### src/rtl/ret_stack_pkg.sv
// Shared definitions for the microc return-address stack: PC width,
// overflow policy selectors and the per-edge operation decode.
package ret_stack_pkg;

    // Program counter width shared by microc and the return stack.
    localparam int PC_WIDTH = 10;

    // Push-when-full policy selectors for OVF_MODE.
    localparam int RS_OVF_SATURATE = 0;
    localparam int RS_OVF_WRAP     = 1;

    // Operation requested on an edge, encoded directly as {push, pop}.
    typedef enum logic [1:0] {
        OP_HOLD    = 2'b00,
        OP_POP     = 2'b01,
        OP_PUSH    = 2'b10,
        OP_REPLACE = 2'b11
    } op_e;

endpackage : ret_stack_pkg

### src/rtl/ret_stack.sv
// Return-address stack for microc: a circular buffer of DEPTH entries with
// a next-free-slot pointer and an occupancy counter. The top entry is read
// combinationally so the PC can load it in the same cycle it is popped.
module ret_stack
    import ret_stack_pkg::*;
#(
    parameter int WIDTH    = PC_WIDTH,
    parameter int DEPTH    = 4,
    parameter int OVF_MODE = RS_OVF_SATURATE
) (
    input  logic                       clk,
    input  logic                       reset,
    input  logic                       push,
    input  logic                       pop,
    input  logic                       clr_err,
    input  logic [WIDTH-1:0]           data_in,
    output logic [WIDTH-1:0]           top,
    output logic [$clog2(DEPTH+1)-1:0] count,
    output logic                       full,
    output logic                       empty,
    output logic                       err
);

    localparam int PTR_W = $clog2(DEPTH);
    localparam int CNT_W = $clog2(DEPTH + 1);

    localparam logic [PTR_W-1:0] LAST_SLOT = PTR_W'(DEPTH - 1);
    localparam logic [CNT_W-1:0] FULL_CNT  = CNT_W'(DEPTH);

    logic [WIDTH-1:0] r_mem [DEPTH];
    logic [PTR_W-1:0] r_sp;
    logic [CNT_W-1:0] r_count;
    logic             r_err;

    logic [PTR_W-1:0] w_sp_inc;
    logic [PTR_W-1:0] w_sp_dec;
    logic             w_full;
    logic             w_empty;
    op_e              w_op;

    logic             w_mem_we;
    logic [PTR_W-1:0] w_mem_addr;
    logic [PTR_W-1:0] w_sp_next;
    logic [CNT_W-1:0] w_cnt_next;
    logic             w_set_err;

    // Pointer arithmetic wraps explicitly so non-power-of-two depths work.
    assign w_sp_inc = (r_sp == LAST_SLOT) ? '0 : r_sp + 1'b1;
    assign w_sp_dec = (r_sp == '0) ? LAST_SLOT : r_sp - 1'b1;

    assign w_full  = (r_count == FULL_CNT);
    assign w_empty = (r_count == '0);
    assign w_op    = op_e'({push, pop});

    // Decode the requested operation against the current occupancy.
    always_comb begin
        // NOTE: every output gets a default first so no path leaves it unassigned (no latches).
        w_mem_we   = 1'b0;
        w_mem_addr = r_sp;
        w_sp_next  = r_sp;
        w_cnt_next = r_count;
        w_set_err  = 1'b0;
        case (w_op)
            OP_HOLD: begin
            end
            OP_PUSH: begin
                if (!w_full) begin
                    w_mem_we   = 1'b1;
                    w_sp_next  = w_sp_inc;
                    w_cnt_next = r_count + 1'b1;
                end else if (OVF_MODE == RS_OVF_WRAP) begin
                    // Overwrite the oldest entry; occupancy stays at DEPTH.
                    w_mem_we  = 1'b1;
                    w_sp_next = w_sp_inc;
                    w_set_err = 1'b1;
                end else begin
                    w_set_err = 1'b1;
                end
            end
            OP_POP: begin
                if (!w_empty) begin
                    w_sp_next  = w_sp_dec;
                    w_cnt_next = r_count - 1'b1;
                end else begin
                    w_set_err = 1'b1;
                end
            end
            OP_REPLACE: begin
                if (!w_empty) begin
                    // Tail call: overwrite the current top in place.
                    w_mem_we   = 1'b1;
                    w_mem_addr = w_sp_dec;
                end else begin
                    // Nothing to pop, so only the push half takes effect.
                    w_mem_we   = 1'b1;
                    w_sp_next  = w_sp_inc;
                    w_cnt_next = r_count + 1'b1;
                    w_set_err  = 1'b1;
                end
            end
            default: begin
            end
        endcase
    end

    // Storage write port.
    // NOTE: the array has no reset; occupancy is tracked by r_count, so stale contents are never observed.
    always_ff @(posedge clk) begin
        if (w_mem_we) begin
            r_mem[w_mem_addr] <= data_in;
        end
    end

    // Stack pointer and occupancy update.
    // NOTE: sequential state uses non-blocking assignments so all registers see pre-edge values.
    always_ff @(posedge clk or negedge reset) begin
        if (!reset) begin
            r_sp    <= '0;
            r_count <= '0;
        end else begin
            r_sp    <= w_sp_next;
            r_count <= w_cnt_next;
        end
    end

    // Sticky error flag; a new error on the same edge beats a clear.
    always_ff @(posedge clk or negedge reset) begin
        if (!reset) begin
            r_err <= 1'b0;
        end else if (w_set_err) begin
            r_err <= 1'b1;
        end else if (clr_err) begin
            r_err <= 1'b0;
        end
    end

    assign top   = w_empty ? '0 : r_mem[w_sp_dec];
    assign count = r_count;
    assign full  = w_full;
    assign empty = w_empty;
    assign err   = r_err;

endmodule : ret_stack
### config.mk
export PLATFORM = sky130hd
export DESIGN_NAME = ret_stack
export DESIGN_NICKNAME = d
export VERILOG_FILES = /design/src/rtl/ret_stack_pkg.sv /design/src/rtl/ret_stack.sv
export SDC_FILE = /design/constraint.sdc
export NUM_CORES = 1
export LEC_CHECK = 0
export CORE_UTILIZATION = 49
export CTS_CLUSTER_DIAMETER = 60
export DETAILED_ROUTE_END_ITERATION = 7
export PLACE_DENSITY_LB_ADDON = 0.12
export SYNTH_ARGS = -nofsm -noshare
export SYNTH_HDL_FRONTEND = slang
export SYNTH_SLANG_ARGS = --single-unit
### constraint.sdc
create_clock -name clk -period 2.15 [get_ports clk]
set_clock_uncertainty 0.15 [all_clocks]
set_input_delay 0.3225 -clock clk [delete_from_list [all_inputs] [get_ports clk]]
set_output_delay 0.3225 -clock clk [all_outputs]
set_load 0.01 [all_outputs]
==> results.sh, run 1 <==
export IMPL_yosys_warnings=0
export IMPL_h_tree_depth=2
export IMPL_synth_lib_cells_used_distinct=37
export IMPL_status="complete, but fails checks"
export IMPL_postCtsHoldBufs=0
export IMPL_clock_latency_ps=290
export IMPL_route_vias_total=1477
export IMPL_globalRouteTotalUtil=0.2138
export IMPL_design_portCount=31
export IMPL_setup_ws_ps=-360.9
export IMPL_horizontal_die_dimension_um=69.23
export IMPL_intPower_mw=3.075
export IMPL_sum_neg_setup_slack_ps=-3253
export IMPL_power_share_combinational=0.619
export IMPL_post_route_min_period_ps=2511
export IMPL_p_leak_nw=1.153
export IMPL_multi_input_combinational_cell_area_um2=829.5
export IMPL_critPathBufInv=4
export IMPL_worst_r2r_path_depth=5
export IMPL_design_die_area_um2=4793
export IMPL_main_area_contributors_after_synthesis="sky130_fd_sc_hd__edfxtp_1, sky130_fd_sc_hd__mux4_2, sky130_fd_sc_hd__dfrtp_1"
export IMPL_initialDrtViolationCount=64
export IMPL_synthesis_area_um2=2215
export IMPL_dieHeight_um=69.23
export IMPL_critical_path_slowest_cell="sky130_fd_sc_hd__mux4_2"
export IMPL_largest_family_of_logic_cells_by_synthesized_area="simple AND/OR/NAND/NOR gates"
export IMPL_async_reset_ff_frac=0.1304
export IMPL_routed_via_density=5.532
export IMPL_finish_cell_count_without_fillers=267
export IMPL_post_route_util=0.6922
export IMPL_timing_max_cap_violations=0
export IMPL_destination_of_the_worst_register_to_register_timing_path="r_mem[1][5]$_DFFE_PP_"
export IMPL_synth_seq_area_share=0.6102
export IMPL_tightestPinTransition_ps=366.7
export IMPL_grt_setup_unrepaired="yes"
export IMPL_path_max_fanout=4
export IMPL_cp_startpoint="r_sp[0]$_DFFE_PN0P_"
export IMPL_fmax_ghz=0.3983
export IMPL_drtAntennaViolNets=0
export IMPL_hold_path_class="primary input to async pin"
export IMPL_numCtsBuffers=5
export IMPL_p_sw_frac=0.3347
export IMPL_p_clk_frac=0.105
export IMPL_synth_top_cell_area_share=0.5424
export IMPL_remaining_drc_errors=0
export IMPL_synth_cells=149
export IMPL_max_slew_margin=0.7549
export IMPL_area_growth_synth_to_final_pct=36.10
export IMPL_cts_root_buf="sky130_fd_sc_hd__clkbuf_8"
export IMPL_antenna_found_initial=0
export IMPL_ys_flop_type="sky130_fd_sc_hd__edfxtp_1"
export IMPL_final_layout_size_suffix_gt1_frac=0.4047
export IMPL_peak_vdd_ir_mv=0.8159
export IMPL_post_synth_most_frequent_cells="sky130_fd_sc_hd__edfxtp_1, sky130_fd_sc_hd__nor2_1, sky130_fd_sc_hd__nor2b_4"
export IMPL_largest_net_degree_at_the_start_of_global_routing=14
export IMPL_first_pass_grt_wire_length_um=7693
export IMPL_worstPathCellList="inv_2 > ha_4 > nor2b_4 > buf_6 > buf_4 > mux4_2 > nor2b_4 > buf_6"
export IMPL_postSynthAreaPerCell_um2=14.86
export IMPL_synth_xor_xnor_area_share=0
export IMPL_adder_cell_area_share_of_the_yosys_netlist=0.02034
export IMPL_ff2ff_setup_slack_ps=140
export IMPL_critical_path_class="flop to primary output"
export IMPL_synth_enable_flop_cells=40
export IMPL_synth_simple_area_share=0.1322
export IMPL_final_setup_viol_count=10
export IMPL_min_period_over_period=1.168
export IMPL_final_hold_worst_slack_ps=129.9
export IMPL_slew_violations=0
export IMPL_detail_route_wirelength_um=4545
export IMPL_crit_path_max_incr_delay_ps=480
export IMPL_synthMostInstantiatedCell="sky130_fd_sc_hd__edfxtp_1"
export IMPL_fp_row_count=24
export IMPL_drt_wirelength_per_cell_um=17.02
export IMPL_final_seq_area_um2=1351
export IMPL_detail_route_first_pass_iterations=4
export IMPL_dp_final_hpwl_um=3239
export IMPL_initial_utilization=0.5086
export IMPL_postSynthNetCount=167
export IMPL_tritoncts_clock_tree="done"
export IMPL_critical_path_startpoint_type="flop"
export IMPL_synth_ff_latch_count=46
export IMPL_gp_congestion=0.8296
export IMPL_clock_tree_buffer_depth=2
export IMPL_worst_ep_arrival_time_ps=2040
export IMPL_cp_top_delay_family="multiplexers"
export IMPL_fillerInstances=304
export IMPL_post_synth_mux_area_share=0.1051
export IMPL_cts_sinks=46
export IMPL_sequential_fraction_of_design_power=0.277
export IMPL_reg2reg_from="count[2]$_DFFE_PN0P_"
export IMPL_critical_path_endpoint_type="primary output"
export IMPL_post_synth_top_area_cell="sky130_fd_sc_hd__edfxtp_1"
export IMPL_violations="negative setup slack"
export IMPL_placedCellCount=252
export IMPL_worstPathRequired_ps=1680
export IMPL_hold_violations=0
export IMPL_layout_nets=233
export IMPL_io_buffer_count=30
export IMPL_number_of_global_route_vias_before_repair=1540
export IMPL_net_switching_power_mw=1.547
export IMPL_pwr_density_cell_nw_per_um2=1534
export IMPL_clock_pin_slew_of_the_registers_on_the_worst_case_setup_and_hold_paths_ps=70
export IMPL_complex_gate_fraction_of_the_synthesized_area=0.09040
export IMPL_core_um2=4354
export IMPL_overflow=0
export IMPL_insertedDiodeCount=0
[area by class of cell]
| type | count | share of cell area |
|---|---|---|
| clock buffer | 5 | 0.02283 |
| clock inverter | 2 | 0.003321 |
| inverter | 8 | 0.009963 |
| multi-input combinational | 85 | 0.2752 |
| tap | 52 | 0.02159 |
| sequential | 46 | 0.4483 |
| timing repair buffer | 69 | 0.2188 |
[cell usage in the layout (no fill, tap or decap), types with 2 or more instances in the layout]
master / instances
sky130_fd_sc_hd__nor2b_1: 3
sky130_fd_sc_hd__o22ai_1: 2
sky130_fd_sc_hd__mux4_2: 10
sky130_fd_sc_hd__nand3_1: 3
sky130_fd_sc_hd__inv_1: 6
sky130_fd_sc_hd__clkinv_2: 2
sky130_fd_sc_hd__o21ai_0: 8
sky130_fd_sc_hd__dlygate4sd2_1: 2
sky130_fd_sc_hd__buf_4: 31
sky130_fd_sc_hd__nand3b_1: 2
sky130_fd_sc_hd__edfxtp_1: 40
sky130_fd_sc_hd__dfrtp_1: 6
sky130_fd_sc_hd__a21oi_1: 3
sky130_fd_sc_hd__buf_6: 15
sky130_fd_sc_hd__a31oi_1: 5
sky130_fd_sc_hd__inv_2: 2
sky130_fd_sc_hd__clkdlybuf4s50_1: 18
sky130_fd_sc_hd__nor2_1: 7
sky130_fd_sc_hd__nand2_1: 4
sky130_fd_sc_hd__clkbuf_8: 5
sky130_fd_sc_hd__buf_12: 3
sky130_fd_sc_hd__o31ai_1: 2
sky130_fd_sc_hd__nor2b_4: 11
sky130_fd_sc_hd__nor3_1: 3
sky130_fd_sc_hd__nor2_2: 2
[power by group through the flow]
stage	sequential (mW)	clock [mW]	combinational, mW
2_1_floorplan	1.31	0	1.45
5_1_grt	1.30	0.532	3.06
3_5_place_dp	1.30	0	2.49
4_1_cts	1.28	0.494	2.77
6_report	1.28	0.483	2.86
3_3_place_gp	1.28	0	2.44
[sequential cells by signal (all words and copies together) (netlist names)]
signal and count:
r_mem 40, r_sp 2, count 3, err 1
[worst max-delay path by stage]
| stage | cells past startpoint | slack [ps] | to |
|---|---|---|---|
| 5_1_grt | 8 | -450 | top[9] |
| 4_1_cts | 8 | -360 | top[2] |
| 3_5_place_dp | 7 | -390 | top[5] |
| 6_report | 8 | -360 | top[9] |
| 3_3_place_gp | 7 | -360 | top[5] |
| 2_1_floorplan | 7 | -40 | r_mem[2][0]$_DFFE_PP_ |
[worst reg2reg max path: cells and delay by family, from the launching register on]
family	cells	cell delay, ps
compound gates	2	610
simple gates	1	210
buf+inv	2	330
flops	1	430
[per-layer routing]
layer,global-route usage,wire [µm],up-vias
met5,0,0,-
met2,0.3689,2447,32
li1,-,-,699
met3,0.05087,110,6
met1,0.2716,1942,740
met4,0.05669,44,0
[what timing repair did]
item	4_1_cts	5_1_grt
pin swaps	2	0
setup buffers	6	2
resized for setup	63	4
setup endpoints to repair	22	30
[through the flow]
| step | total power [mW] | worst slack, ps | instance area, µm² |
|---|---|---|---|
| after floorplan | 2.751 | -38.43 | 2238 |
| after global placement | 3.723 | -356.7 | 2801 |
| after detailed placement | 3.781 | -385.0 | 2801 |
| after CTS | 4.546 | -360.2 | 2970 |
| after global routing | 4.898 | -454.2 | 3014 |
| final | 4.623 | -360.9 | 3014 |
[kinds of logic (layout without fill, tap and decap cells)]
logic type                 count (synthesis)  after routing
AOI/OAI and AO/OA                         30             30
adders and majority gates                  3              3
buffers and inverters                     18             84
DFF                                       46             46
muxes                                     10             10
and+or+nand+nor                           42             42
Note: power is estimated with default switching activity, not from simulation.
==> run 2: changes to the inputs <==
- CORE_ASPECT_RATIO: not set -> 0.9
==> run 2 against run 1 <==
  * Via count decreased by 1.4%
  * Critical endpoint is now top[1]
  * Hold slack improved by 12 ps
  * The run still ends with negative setup slack left
  * Critical path depth unchanged
  * Critical path type unchanged
  * Cell area increased by 1.2%
  * Routed wire length decreased by 1.3%
==> results.sh, run 2 (same netlist as run 1, synthesis figures left out) <==
export IMPL_final_layout_size_suffix_gt1_frac=0.4076
export IMPL_core_um2=4212
export IMPL_worst_ep_arrival_time_ps=2000
export IMPL_hold_path_class="primary input to async pin"
export IMPL_dp_final_hpwl_um=3045
export IMPL_cts_root_buf="sky130_fd_sc_hd__clkbuf_8"
export IMPL_tritoncts_clock_tree="done"
export IMPL_pwr_density_cell_nw_per_um2=1569
export IMPL_finish_cell_count_without_fillers=271
export IMPL_min_period_over_period=1.150
export IMPL_timing_max_cap_violations=0
export IMPL_grt_setup_unrepaired="yes"
export IMPL_layout_cells_most_common="sky130_fd_sc_hd__edfxtp_1"
export IMPL_postCtsHoldBufs=0
export IMPL_overflow=0
export IMPL_horizontal_die_dimension_um=72.87
export IMPL_critical_path_class="flop to primary output"
export IMPL_io_buffer_count=30
export IMPL_final_cell_mix="sky130_fd_sc_hd__edfxtp_1, sky130_fd_sc_hd__buf_4, sky130_fd_sc_hd__clkdlybuf4s50_1"
export IMPL_status="complete, but fails checks"
export IMPL_final_setup_viol_count=10
export IMPL_max_ffs_per_register=40
export IMPL_numCtsBuffers=5
export IMPL_placement_setup_worst_slack_ps=-399.2
export IMPL_tightestPinTransition_ps=448.9
export IMPL_peak_vdd_ir_mv=1.036
export IMPL_largest_net_degree_at_the_start_of_global_routing=15
export IMPL_path_max_fanout=5
export IMPL_fp_row_count=22
export IMPL_cts_sinks=46
export IMPL_initialDrtViolationCount=152
export IMPL_slew_violations=0
export IMPL_h_tree_depth=2
export IMPL_design_portCount=31
export IMPL_fmax_ghz=0.4045
export IMPL_final_design_area_no_fill_um2=3049
export IMPL_violations="negative setup slack"
export IMPL_clock_pin_slew_of_the_registers_on_the_worst_case_setup_and_hold_paths_ps=70
export IMPL_drtAntennaViolNets=0
export IMPL_remaining_drc_errors=0
export IMPL_antenna_found_initial=0
export IMPL_hold_violations=0
export IMPL_p_leak_nw=1.157
export IMPL_design_die_area_um2=4793
export IMPL_largest_register="r_mem"
export IMPL_clock_tree_buffer_depth=2
export IMPL_insertedDiodeCount=0
export IMPL_area_growth_synth_to_final_pct=37.68
export IMPL_detail_route_wirelength_um=4487
export IMPL_layout_nets=228
export IMPL_max_slew_margin=0.7002
export IMPL_globalRouteTotalUtil=0.2079
export IMPL_detail_route_first_pass_iterations=4
export IMPL_worstPathRequired_ps=1680
export IMPL_post_route_min_period_ps=2472
export IMPL_gp_congestion=0.8265
export IMPL_critical_path_startpoint_type="flop"
export IMPL_first_pass_grt_wire_length_um=7182
export IMPL_placedCellCount=252
export IMPL_critical_path_endpoint_type="primary output"
export IMPL_clock_latency_ps=280
export IMPL_route_vias_total=1456
export IMPL_setup_ws_ps=-322.2
export IMPL_routed_via_density=5.373
export IMPL_initial_utilization=0.5258
export IMPL_dieHeight_um=65.78
export IMPL_place_area_um2=2789
export IMPL_drt_wirelength_per_cell_um=16.56
export IMPL_number_of_global_route_vias_before_repair=1496
run 2: worst max-delay path, cell delays in order, from the launching register on:
cell	delay, ps
sky130_fd_sc_hd__dfrtp_1	370
sky130_fd_sc_hd__inv_2	60
sky130_fd_sc_hd__ha_4	160
sky130_fd_sc_hd__nor2b_4	140
sky130_fd_sc_hd__buf_12	130
sky130_fd_sc_hd__buf_8	100
sky130_fd_sc_hd__mux4_2	500
sky130_fd_sc_hd__nor2b_4	140
sky130_fd_sc_hd__buf_6	110
run 2: what timing repair did:
action,in CTS,in global routing
endpoints found under the setup margin,12,17
setup buffers,9,2
pin swaps,1,0
gates resized for setup,65,4
run 2: routing by layer:
layer / GRT usage / vias to the layer above / share of wire
met4: 0.04902 / 0 / 0.0076
met5: 0 / - / 0
li1: - / 693 / -
met1: 0.2916 / 705 / 0.43
met3: 0.04878 / 5 / 0.068
met2: 0.3306 / 53 / 0.49
run 2: path summary, 6_finish.rpt:
| check | from | to | slack, ps | cells after the start |
|---|---|---|---|---|
| setup / recovery | r_sp[0]$_DFFE_PN0P_ | top[1] | -320 | 8 |
| hold / removal | reset | r_sp[0]$_DFFE_PN0P_ | 140 | 1 |
| setup reg to reg | r_sp[0]$_DFFE_PN0P_ | r_mem[3][6]$_DFFE_PP_ | 20 | 10 |
| hold reg to reg | err$_DFFE_PN0P_ | err$_DFFE_PN0P_ | 390 | 2 |
| max in group asynchronous | reset | count[2]$_DFFE_PN0P_ | 1450 | 1 |
| min in group clk | err$_DFFE_PN0P_ | err$_DFFE_PN0P_ | 390 | 2 |
run 2: area by class of cell:
cell class              instances  area, µm²
flip-flops and latches         46       1354
fillers                       290       1162
multi-input cells              85      829.5
repair buffers                 64      650.6
well taps                      60      75.07
clock buffers                   6      72.57
clock inverters                 2      37.54
inverters                       8      30.03
run 2: stage by stage:
step | util | power (mW) | hold WS (ps) | setup TNS (ps)
6_report | 0.7240 | 4.785 | 142.4 | -2968
5_1_grt | 0.7240 | 5.061 | 156.7 | -4587
4_1_cts | 0.7169 | 4.756 | 148.7 | -2956
3_5_place_dp | 0.6622 | 3.780 | 384.9 | -4845
3_3_place_gp | 0.6622 | 3.718 | 369.2 | -4083
2_1_floorplan | - | 2.751 | -123.1 | -768.5
run 2: power by group:
part | switching [mW] | internal, mW | total (mW)
Sequential | 0.103 | 1.20 | 1.31
Clock | 0.267 | 0.347 | 0.614
Combinational | 1.19 | 1.68 | 2.87
Total | 1.56 | 3.23 | 4.79
